==> src/rtl/rvv_backend_pmtrdt_rs_pkg.sv <==
// Shared types and sizing for the PMTRDT reservation station.
// The uop payload is opaque to the station; only its width matters here.
package rvv_backend_pmtrdt_rs_pkg;

  localparam int NUM_PMTRDT      = 2;
  localparam int PMTRDT_RS_DEPTH = 8;

  typedef struct packed {
    logic [5:0]  uop_funct6;
    logic [2:0]  vxrm;
    logic [4:0]  vd_index;
    logic [3:0]  rob_entry;
    logic [13:0] vs_data;
  } PMT_RDT_RS_t;

endpackage

==> src/rtl/rvv_backend_rs_ptr_add.sv <==
// Modular pointer + offset for a ring of DEPTH slots; DEPTH need not be a power of two.
// The offset must not exceed DEPTH, so a single conditional subtract is enough to wrap.
module rvv_backend_rs_ptr_add #(
  parameter int DEPTH = 8,
  parameter int PW    = 3,
  parameter int OW    = 4
) (
  input  logic [PW-1:0] ptr_i,
  input  logic [OW-1:0] offset_i,
  output logic [PW-1:0] ptr_o
);

  localparam int SW = ((PW > OW) ? PW : OW) + 1;

  logic [SW-1:0] sum;

  always_comb begin
    sum   = SW'(ptr_i) + SW'(offset_i);
    ptr_o = PW'((sum >= SW'(DEPTH)) ? (sum - SW'(DEPTH)) : sum);
  end

endmodule

==> src/rtl/rvv_backend_pmtrdt_rs.sv <==
// PMTRDT reservation station: multi-push / multi-pop circular FIFO that exposes its
// oldest NUM_POP entries to the execution units plus an in-order snapshot of all slots.
module rvv_backend_pmtrdt_rs
  import rvv_backend_pmtrdt_rs_pkg::*;
#(
  parameter int DEPTH      = PMTRDT_RS_DEPTH,
  parameter int NUM_PUSH   = 2,
  parameter int NUM_POP    = NUM_PMTRDT,
  parameter bit DROP_CHECK = 1'b1
) (
  input  logic                clk,
  input  logic                rst,
  input  logic [NUM_PUSH-1:0] push_dp2rs,
  input  PMT_RDT_RS_t         uop_dp2rs [NUM_PUSH],
  output logic                fifo_full_rs2dp,
  output logic [NUM_PUSH-1:1] fifo_almost_full_rs2dp,
  input  logic [NUM_POP-1:0]  pop_ex2rs,
  output PMT_RDT_RS_t         pmtrdt_uop_rs2ex [NUM_POP],
  output logic                fifo_empty_rs2ex,
  output logic [NUM_POP-1:1]  fifo_almost_empty_rs2ex,
  output PMT_RDT_RS_t         all_uop_data [DEPTH]
);

  localparam int PW = (DEPTH > 1) ? $clog2(DEPTH) : 1;
  localparam int CW = $clog2(DEPTH + 1);

  PMT_RDT_RS_t         mem_q [DEPTH];
  logic [PW-1:0]       rptr_q, rptr_d, wptr_q, wptr_d;
  logic [CW-1:0]       count_q, count_d;
  logic [CW-1:0]       free, npush, npop;
  logic [NUM_PUSH-1:0] push_acc;
  logic [NUM_POP-1:0]  pop_acc;
  logic                push_run, pop_run;
  logic [PW-1:0]       widx [NUM_PUSH];
  logic [PW-1:0]       ridx [DEPTH];

  // Push is limited by pre-pop free space and pop by pre-push occupancy: no bypass.
  always_comb begin
    // NOTE: every output of this block gets a default before any conditional use,
    // so no path can leave a value held and infer a latch.
    free     = CW'(DEPTH) - count_q;
    npush    = '0;
    npop     = '0;
    push_run = 1'b1;
    pop_run  = 1'b1;
    push_acc = '0;
    pop_acc  = '0;
    for (int i = 0; i < NUM_PUSH; i++) begin
      push_acc[i] = push_run && push_dp2rs[i] && (free > CW'(i));
      push_run    = push_acc[i];
      npush       = npush + CW'(push_acc[i]);
    end
    for (int i = 0; i < NUM_POP; i++) begin
      pop_acc[i] = pop_run && pop_ex2rs[i] && (count_q > CW'(i));
      pop_run    = pop_acc[i];
      npop       = npop + CW'(pop_acc[i]);
    end
    count_d = count_q + npush - npop;
  end

  rvv_backend_rs_ptr_add #(.DEPTH(DEPTH), .PW(PW), .OW(CW)) u_wptr_add (
    .ptr_i(wptr_q), .offset_i(npush), .ptr_o(wptr_d)
  );

  rvv_backend_rs_ptr_add #(.DEPTH(DEPTH), .PW(PW), .OW(CW)) u_rptr_add (
    .ptr_i(rptr_q), .offset_i(npop), .ptr_o(rptr_d)
  );

  for (genvar i = 0; i < NUM_PUSH; i++) begin : g_widx
    rvv_backend_rs_ptr_add #(.DEPTH(DEPTH), .PW(PW), .OW(CW)) u_widx_add (
      .ptr_i(wptr_q), .offset_i(CW'(i)), .ptr_o(widx[i])
    );
  end

  for (genvar j = 0; j < DEPTH; j++) begin : g_ridx
    rvv_backend_rs_ptr_add #(.DEPTH(DEPTH), .PW(PW), .OW(CW)) u_ridx_add (
      .ptr_i(rptr_q), .offset_i(CW'(j)), .ptr_o(ridx[j])
    );
    assign all_uop_data[j] = mem_q[ridx[j]];
  end

  for (genvar i = 0; i < NUM_POP; i++) begin : g_rs2ex
    assign pmtrdt_uop_rs2ex[i] = mem_q[ridx[i]];
  end

  always_ff @(posedge clk) begin
    // NOTE: sequential state uses non-blocking assignments so every register
    // samples pre-edge values regardless of statement order.
    if (rst) begin
      rptr_q  <= '0;
      wptr_q  <= '0;
      count_q <= '0;
      // NOTE: storage is reset here only because consumers see all slots through
      // all_uop_data and expect zeros after reset; plain RAM would not be.
      for (int j = 0; j < DEPTH; j++) mem_q[j] <= '0;
    end else begin
      rptr_q  <= rptr_d;
      wptr_q  <= wptr_d;
      count_q <= count_d;
      for (int i = 0; i < NUM_PUSH; i++) begin
        if (push_acc[i]) mem_q[widx[i]] <= uop_dp2rs[i];
      end
    end
  end

  assign fifo_full_rs2dp  = (count_q == CW'(DEPTH));
  assign fifo_empty_rs2ex = (count_q == '0);

  for (genvar i = 1; i < NUM_PUSH; i++) begin : g_afull
    assign fifo_almost_full_rs2dp[i] = (free <= CW'(i));
  end

  for (genvar i = 1; i < NUM_POP; i++) begin : g_aempty
    assign fifo_almost_empty_rs2ex[i] = (count_q <= CW'(i));
  end

  a_count_range: assert property (@(posedge clk) disable iff (rst)
    count_q <= CW'(DEPTH));

  a_ptr_gap: assert property (@(posedge clk) disable iff (rst)
    ((int'(wptr_q) - int'(rptr_q) + DEPTH) % DEPTH) == (int'(count_q) % DEPTH));

  // Requests that are not a legal thermometer within the current limit are dropped.
  if (DROP_CHECK) begin : g_drop_chk
    a_push_drop: assert property (@(posedge clk) disable iff (rst)
      (push_dp2rs & ~push_acc) == '0);
    a_pop_drop: assert property (@(posedge clk) disable iff (rst)
      (pop_ex2rs & ~pop_acc) == '0);
  end

endmodule

==> config.mk <==
export PLATFORM = sky130hd
export DESIGN_NAME = rvv_backend_pmtrdt_rs
export DESIGN_NICKNAME = d
export VERILOG_FILES = /design/src/rtl/rvv_backend_pmtrdt_rs_pkg.sv /design/src/rtl/rvv_backend_rs_ptr_add.sv /design/src/rtl/rvv_backend_pmtrdt_rs.sv
export SDC_FILE = /design/constraint.sdc
export NUM_CORES = 1
export LEC_CHECK = 0
export BUFFER_PORTS_ARGS = -buffer_cell sky130_fd_sc_hd__buf_2
export CORE_MARGIN = 2
export CORE_UTILIZATION = 25
export CTS_CLUSTER_SIZE = 10
export DETAILED_ROUTE_END_ITERATION = 10
export PLACE_DENSITY_LB_ADDON = 0.08
export SYNTH_ARGS = -nofsm -noshare
export SYNTH_HDL_FRONTEND = slang
export SYNTH_SLANG_ARGS = --single-unit
==> constraint.sdc <==
create_clock -name clk -period 3.2 [get_ports clk]
set_input_delay 0.32 -clock clk [delete_from_list [all_inputs] [get_ports clk]]
set_output_delay 0.32 -clock clk [all_outputs]
set_load 0.02 [all_outputs]
# After elaboration in Yosys (flattened, before gate mapping)
# Memory sizes are Yosys's and may differ from the RTL's.
# Cells that the tools add are included.
dict set report word_totals {
  ff_bits 10
  mem_bits_ro 0
  mem_bits_rw 256
  latchBits 0
  memories 1
  out_inout_bits 324
  wordCells 85
}
dict set report op_classes {
  n_mux 26
  bitwise_logic 0
  div 0
  eq_ne 1
  n_addsub 27
  n_lt_le_gt_ge 18
  n_mul 0
  shift 0
  n_reduce_logical 9
}
# memory depth word_bits read_ports rd_clocked_by_memory_dff wr line
set memory_table {}
lappend memory_table {mem_q 8 32 8 0 8 rvv_backend_pmtrdt_rs.sv:27} ;# PMT_RDT_RS_t mem_q [DEPTH];
# cell count
set ops {}
lappend ops {{two-way mux 32 bit} 2}
lappend ops {{OR reduction 32 bit} 2}
lappend ops {{two-way mux 3 bit} 14}
lappend ops {{greater-or-equal comparator 4 bit (second input constant)} 10}
lappend ops {{subtractor 3 x 1 -> 3 bit (second input constant)} 12}
lappend ops {{adder 3 x 3 -> 4 bit (second input constant)} 4}
lappend ops {{greater-than comparator 4 x 1 -> 1 bit (second input constant)} 4}
lappend ops {{two-way mux 1 bit} 10}
lappend ops {{adder 3 x 1 -> 4 bit (second input constant)} 2}
lappend ops {{adder 3 x 2 -> 4 bit} 2}
lappend ops {{adder 3 x 2 -> 4 bit (second input constant)} 2}
lappend ops {{greater-or-equal comparator 3 x 4 -> 1 bit (second input constant)} 2}
lappend ops {{less-or-equal comparator 4 x 1 -> 1 bit (second input constant)} 2}
lappend ops {{logical AND 1 bit} 6}
lappend ops {{adder 1 x 1 -> 2 bit} 2}
lappend ops {{adder 4 x 2 -> 4 bit} 1}
lappend ops {{equality test 4 bit (second input constant)} 1}
lappend ops {{zero test 4 bit} 1}
lappend ops {{subtractor 4 x 2 -> 4 bit} 1}
lappend ops {{subtractor 4 bit (first input constant)} 1}

# Logic depth before layout (Yosys ltp)
dict set report depth {
  depth_word 10
  depth_mapped 13
  ltp_nobuf 13
}

# By module
# A second synthesis with hierarchy kept.
dict set report hier_totals {
  cells_unflattened 2198
  hier_area_um2 29174.2
}
# module seq_area_each_um2 area_each_um2 cells_each n_inst
set modules_own_cells {}
lappend modules_own_cells {rvv_backend_pmtrdt_rs 7887.6 28498.6 2162 1}
lappend modules_own_cells {rvv_backend_rs_ptr_add 0.0 56.3 3 12}

# Worst setup path after synthesis
# No wires, ideal clock.
dict set report synth_timing {
  path_kind {register to output}
  from {register rptr_q[1]}
  to {output pmtrdt_uop_rs2ex[16] (netlist bit)}
  path_buffers 7
  path_stages_with_launch 13
  required_ns 2.880
  t_arrival_ns 3.026
  setup_slack_ns -0.146
  path_cell_list {dfxtp_1 -> clkbuf_1 -> buf_2 -> buf_1 -> inv_1 -> ha_1 -> buf_2 -> clkbuf_1 -> buf_2 -> mux4_2 -> nand2_1 -> nand2_1 -> buf_4}
}
# element line
set synth_lines {}
lappend synth_lines {{start, declared} rvv_backend_pmtrdt_rs.sv:28} ;# logic [PW-1:0] rptr_q, rptr_d, wptr_q, wptr_d;
lappend synth_lines {{start signal, assigned} rvv_backend_pmtrdt_rs.sv:97} ;# rptr_q <= rptr_d;
lappend synth_lines {{end, declared} rvv_backend_pmtrdt_rs.sv:18} ;# output PMT_RDT_RS_t pmtrdt_uop_rs2ex [NUM_POP],

==> results.cfg <==
[floorplanning]
die_h_um = 298
initial_core_util_pct = 25.3
dieArea_um2 = 88800
die_w_um = 298
pin_count = 394
rows = 107
core_area_um2 = 85400

[power]
leakage_nw = 9.76
powerDensity_nw_per_um2 = 1140
p_sw_share_pct = 51.1
clkPwrFrac_pct = 13.7
comb_power_share_pct = 69.7
pwr-share-seq_pct = 16.5
power_w = 0.0290
power_switching_w = 0.0148
irDropWorstVdd_mv = 0.796
intPower_w = 0.0142

[logic_synthesis]
yosysUniqueCellTypes = 35
ys_seq_elements = 266
synth_top_family_by_area = multiplexers
synth_xor_area_share_pct = 0.405
yosys_warnings = 0
synth_area_um2 = 21600
muxShareOfSynthArea_pct = 30.1
syn_nets = 1928
synthAdderAreaFrac_pct = 1.18
avgSynthCellArea_um2 = 11.7
synth_compound_area_share_pct = 12.3
yosysSeqAreaShare_pct = 36.5
syn_inst = 1840
yosys.area_share.simple_pct = 11.3

[worst_setup_path]
critPathKind = reg2out
required_ps = 2880
slowest_stage = mux4_2
path_buf_inv = 3
cp_common_cell = nand2_1
max_stage_delay_ps = 590
arrival_ps = 2720
cp-end-kind = output port
path_delay_family = multiplexers
startpoint_type = flip-flop
worstPathMaxFanout = 40
path_cells = inv_1, ha_4, buf_16, mux4_2, nand2_1, nand2_1, buf_2

[grt]
grt_pass1_wl_um = 128000
met3_usage_pct = 3.85
grt-ovfl-total = 0
busiest_layer = met2
met2_usage_pct = 32.8
grt_pass1_vias = 17400
antenna_found_initial = 11
grt_use_total_pct = 19.6
grt_max_degree = 75
grt.met1_usage_pct = 26.6

[outcome]
status = complete, no violations

[placed_design]
numPortBuffers = 393
place_area_um2 = 24100
dpl.hpwl_um = 58100
dp.cells = 3117
gp_congestion = 0.793

[min_path]
hp-class = in2reg

[sta]
finalSetupViolations = 0
relSlewSlack_pct = 20.0
clock_skew_ps = 20.7
slew_viol_final = 0
holdWs_ps = 112
setup_tns_ps = 0
finalCritPeriodShare_pct = 95.0
rsz0062_at_grt = false
max_freq_ghz = 0.329
period_minus_slack_ps = 3040
worst_pin_slew_ps = 1190
hold_violations = 0

[route]
vias = 17800
first_iter_violations = 1495
post_drt_wl_per_cell_um = 28.3
dr.pass1.iters = 5
via_per_inst = 5.57
ant_nets = 0
drc = 0
wirelength_um = 90200

[clock_tree]
cts.clk_slew.worst_paths_ps = 60
clock_latency_ps = 560
cts_tree = built
cts.path.max_buffers = 3
clock-sinks = 266
cts_buffers = 37
root_buffer = clkbuf_16
cts_htree_levels = 2

[final_layout]
syn_to_final_growth_pct = 17.4
finalNonFillerCells = 3191
layout-drive-gt1-share_pct = 42.4
layout.nets = 2107
fin_area_um2 = 25400
fillers = 8830

[flow_run]
drv_cap = 0
per-stage QoR:
step / util, % / worst slack [ps]
floorplan: - / 11.5
global placement: 28.3 / 145
detailed placement: 28.3 / 128
CTS: 29.6 / 4.52
global route: 29.7 / 9.21
finish: 29.7 / 158
synthesized netlist by cell type:
cell type | instances | share of area, %
nor2b_1 | 6 | 0.17
nor4_1 | 1 | 0.029
a21o_1 | 1 | 0.035
clkbuf_1 | 73 | 1.3
a211o_1 | 8 | 0.32
ha_1 | 14 | 0.81
mux2_2 | 65 | 3.4
nor3b_2 | 1 | 0.058
dfxtp_1 | 10 | 0.93
a21boi_0 | 1 | 0.035
or4b_1 | 1 | 0.046
a21oi_1 | 3 | 0.069
xor2_1 | 5 | 0.20
buf_2 | 70 | 1.6
nand2_1 | 578 | 10
and3_1 | 8 | 0.23
edfxtp_1 | 256 | 36
fa_1 | 4 | 0.37
xnor2_1 | 5 | 0.20
and4_1 | 1 | 0.041
buf_4 | 68 | 2.4
inv_1 | 14 | 0.24
buf_6 | 24 | 1.3
nand2b_1 | 1 | 0.029
a32o_1 | 256 | 12
nor2_1 | 8 | 0.14
nor3b_1 | 3 | 0.10
and3b_1 | 2 | 0.081
nor4b_2 | 1 | 0.069
nand4b_1 | 1 | 0.041
mux4_2 | 256 | 27
nor4b_1 | 1 | 0.041
nor3_1 | 2 | 0.046
buf_1 | 88 | 1.5
and2_1 | 4 | 0.12
logic make-up after synthesis:
kind of cell | Yosys count
AOI/OAI and AO/OA | 269
xor gates and xnor gates | 10
adders and majority gates | 18
buffers and inverters | 337
DFF | 266
muxes | 321
and+or+nand+nor | 619
power by group through the flow:
stage	Combinational [W]	Clock, W	Sequential, W
finish	0.0202	0.00398	0.00479
global route	0.0217	0.00419	0.00486
CTS	0.0203	0.00409	0.00482
detailed placement	0.0202	0	0.00488
global placement	0.0202	0	0.00485
floorplan	0.0143	0	0.00464
state kept, by name (all words and copies together), names as in the netlist:
register  cells
wptr_q        3
count_q       4
rptr_q        3
mem_q       256
per-layer routing:
layer	vias to the layer above	share of wire, %
met5	-	0.11
met4	14	1.7
met3	96	6.8
met2	753	48
met1	9382	43
li1	7516	-
cell usage in the layout (no fill, tap or decap), types with 2 or more instances in the layout:
cell type	n
clkbuf_1	8
ha_1	11
a21oi_1	2
nor2_1	8
buf_12	16
nor2b_1	6
clkinv_1	12
xor2_4	3
buf_16	3
diode_2	2
and3b_1	2
dfxtp_1	7
edfxtp_1	256
buf_2	393
fa_1	4
mux2_2	65
xnor2_2	3
xor2_1	2
dfxtp_4	3
ha_2	2
buf_4	49
nand2_1	578
clkbuf_16	39
xnor2_1	2
mux4_2	256
a32o_1	256
and2_1	4
inv_1	13
and3_2	8
a211o_2	8
nor4b_2	2
clkinv_2	3
nor3b_1	2
bufinv_16	2
final cells by class:
| cell class | count | area (µm²) | area share, % |
|---|---|---|---|
| diodes | 2 | 5.00 | 0.0197 |
| clock buffers | 46 | 981 | 3.86 |
| clock inverters | 19 | 144 | 0.567 |
| inverters | 14 | 52.6 | 0.207 |
| multi-input cells | 1237 | 12100 | 47.7 |
| flip-flops and latches | 266 | 7900 | 31.1 |
| well taps | 1144 | 1430 | 5.64 |
| repair buffers | 463 | 2770 | 10.9 |
repair_timing:
item	in CTS	in global routing
buffers inserted	0	6
endpoints found under the setup margin	5	17
pin swaps	1	0
hold buffers	0	0
cloned	0	1
resized for setup	2	7
hold endpoints to repair	0	0
worst paths after layout:
check	from	endpoint	slack (ps)	cells past startpoint
hold / removal	rst	count_q[2]$_SDFF_PP0_	110	2
setup / recovery	rptr_q[1]$_SDFF_PP0_	all_uop_data[158]	160	7
hold reg to reg	wptr_q[2]$_SDFF_PP0_	wptr_q[2]$_SDFF_PP0_	590	2
setup reg to reg	count_q[2]$_SDFF_PP0_	count_q[3]$_SDFF_PP0_	200	12
No activity file was read; power rests on OpenSTA's default activity.
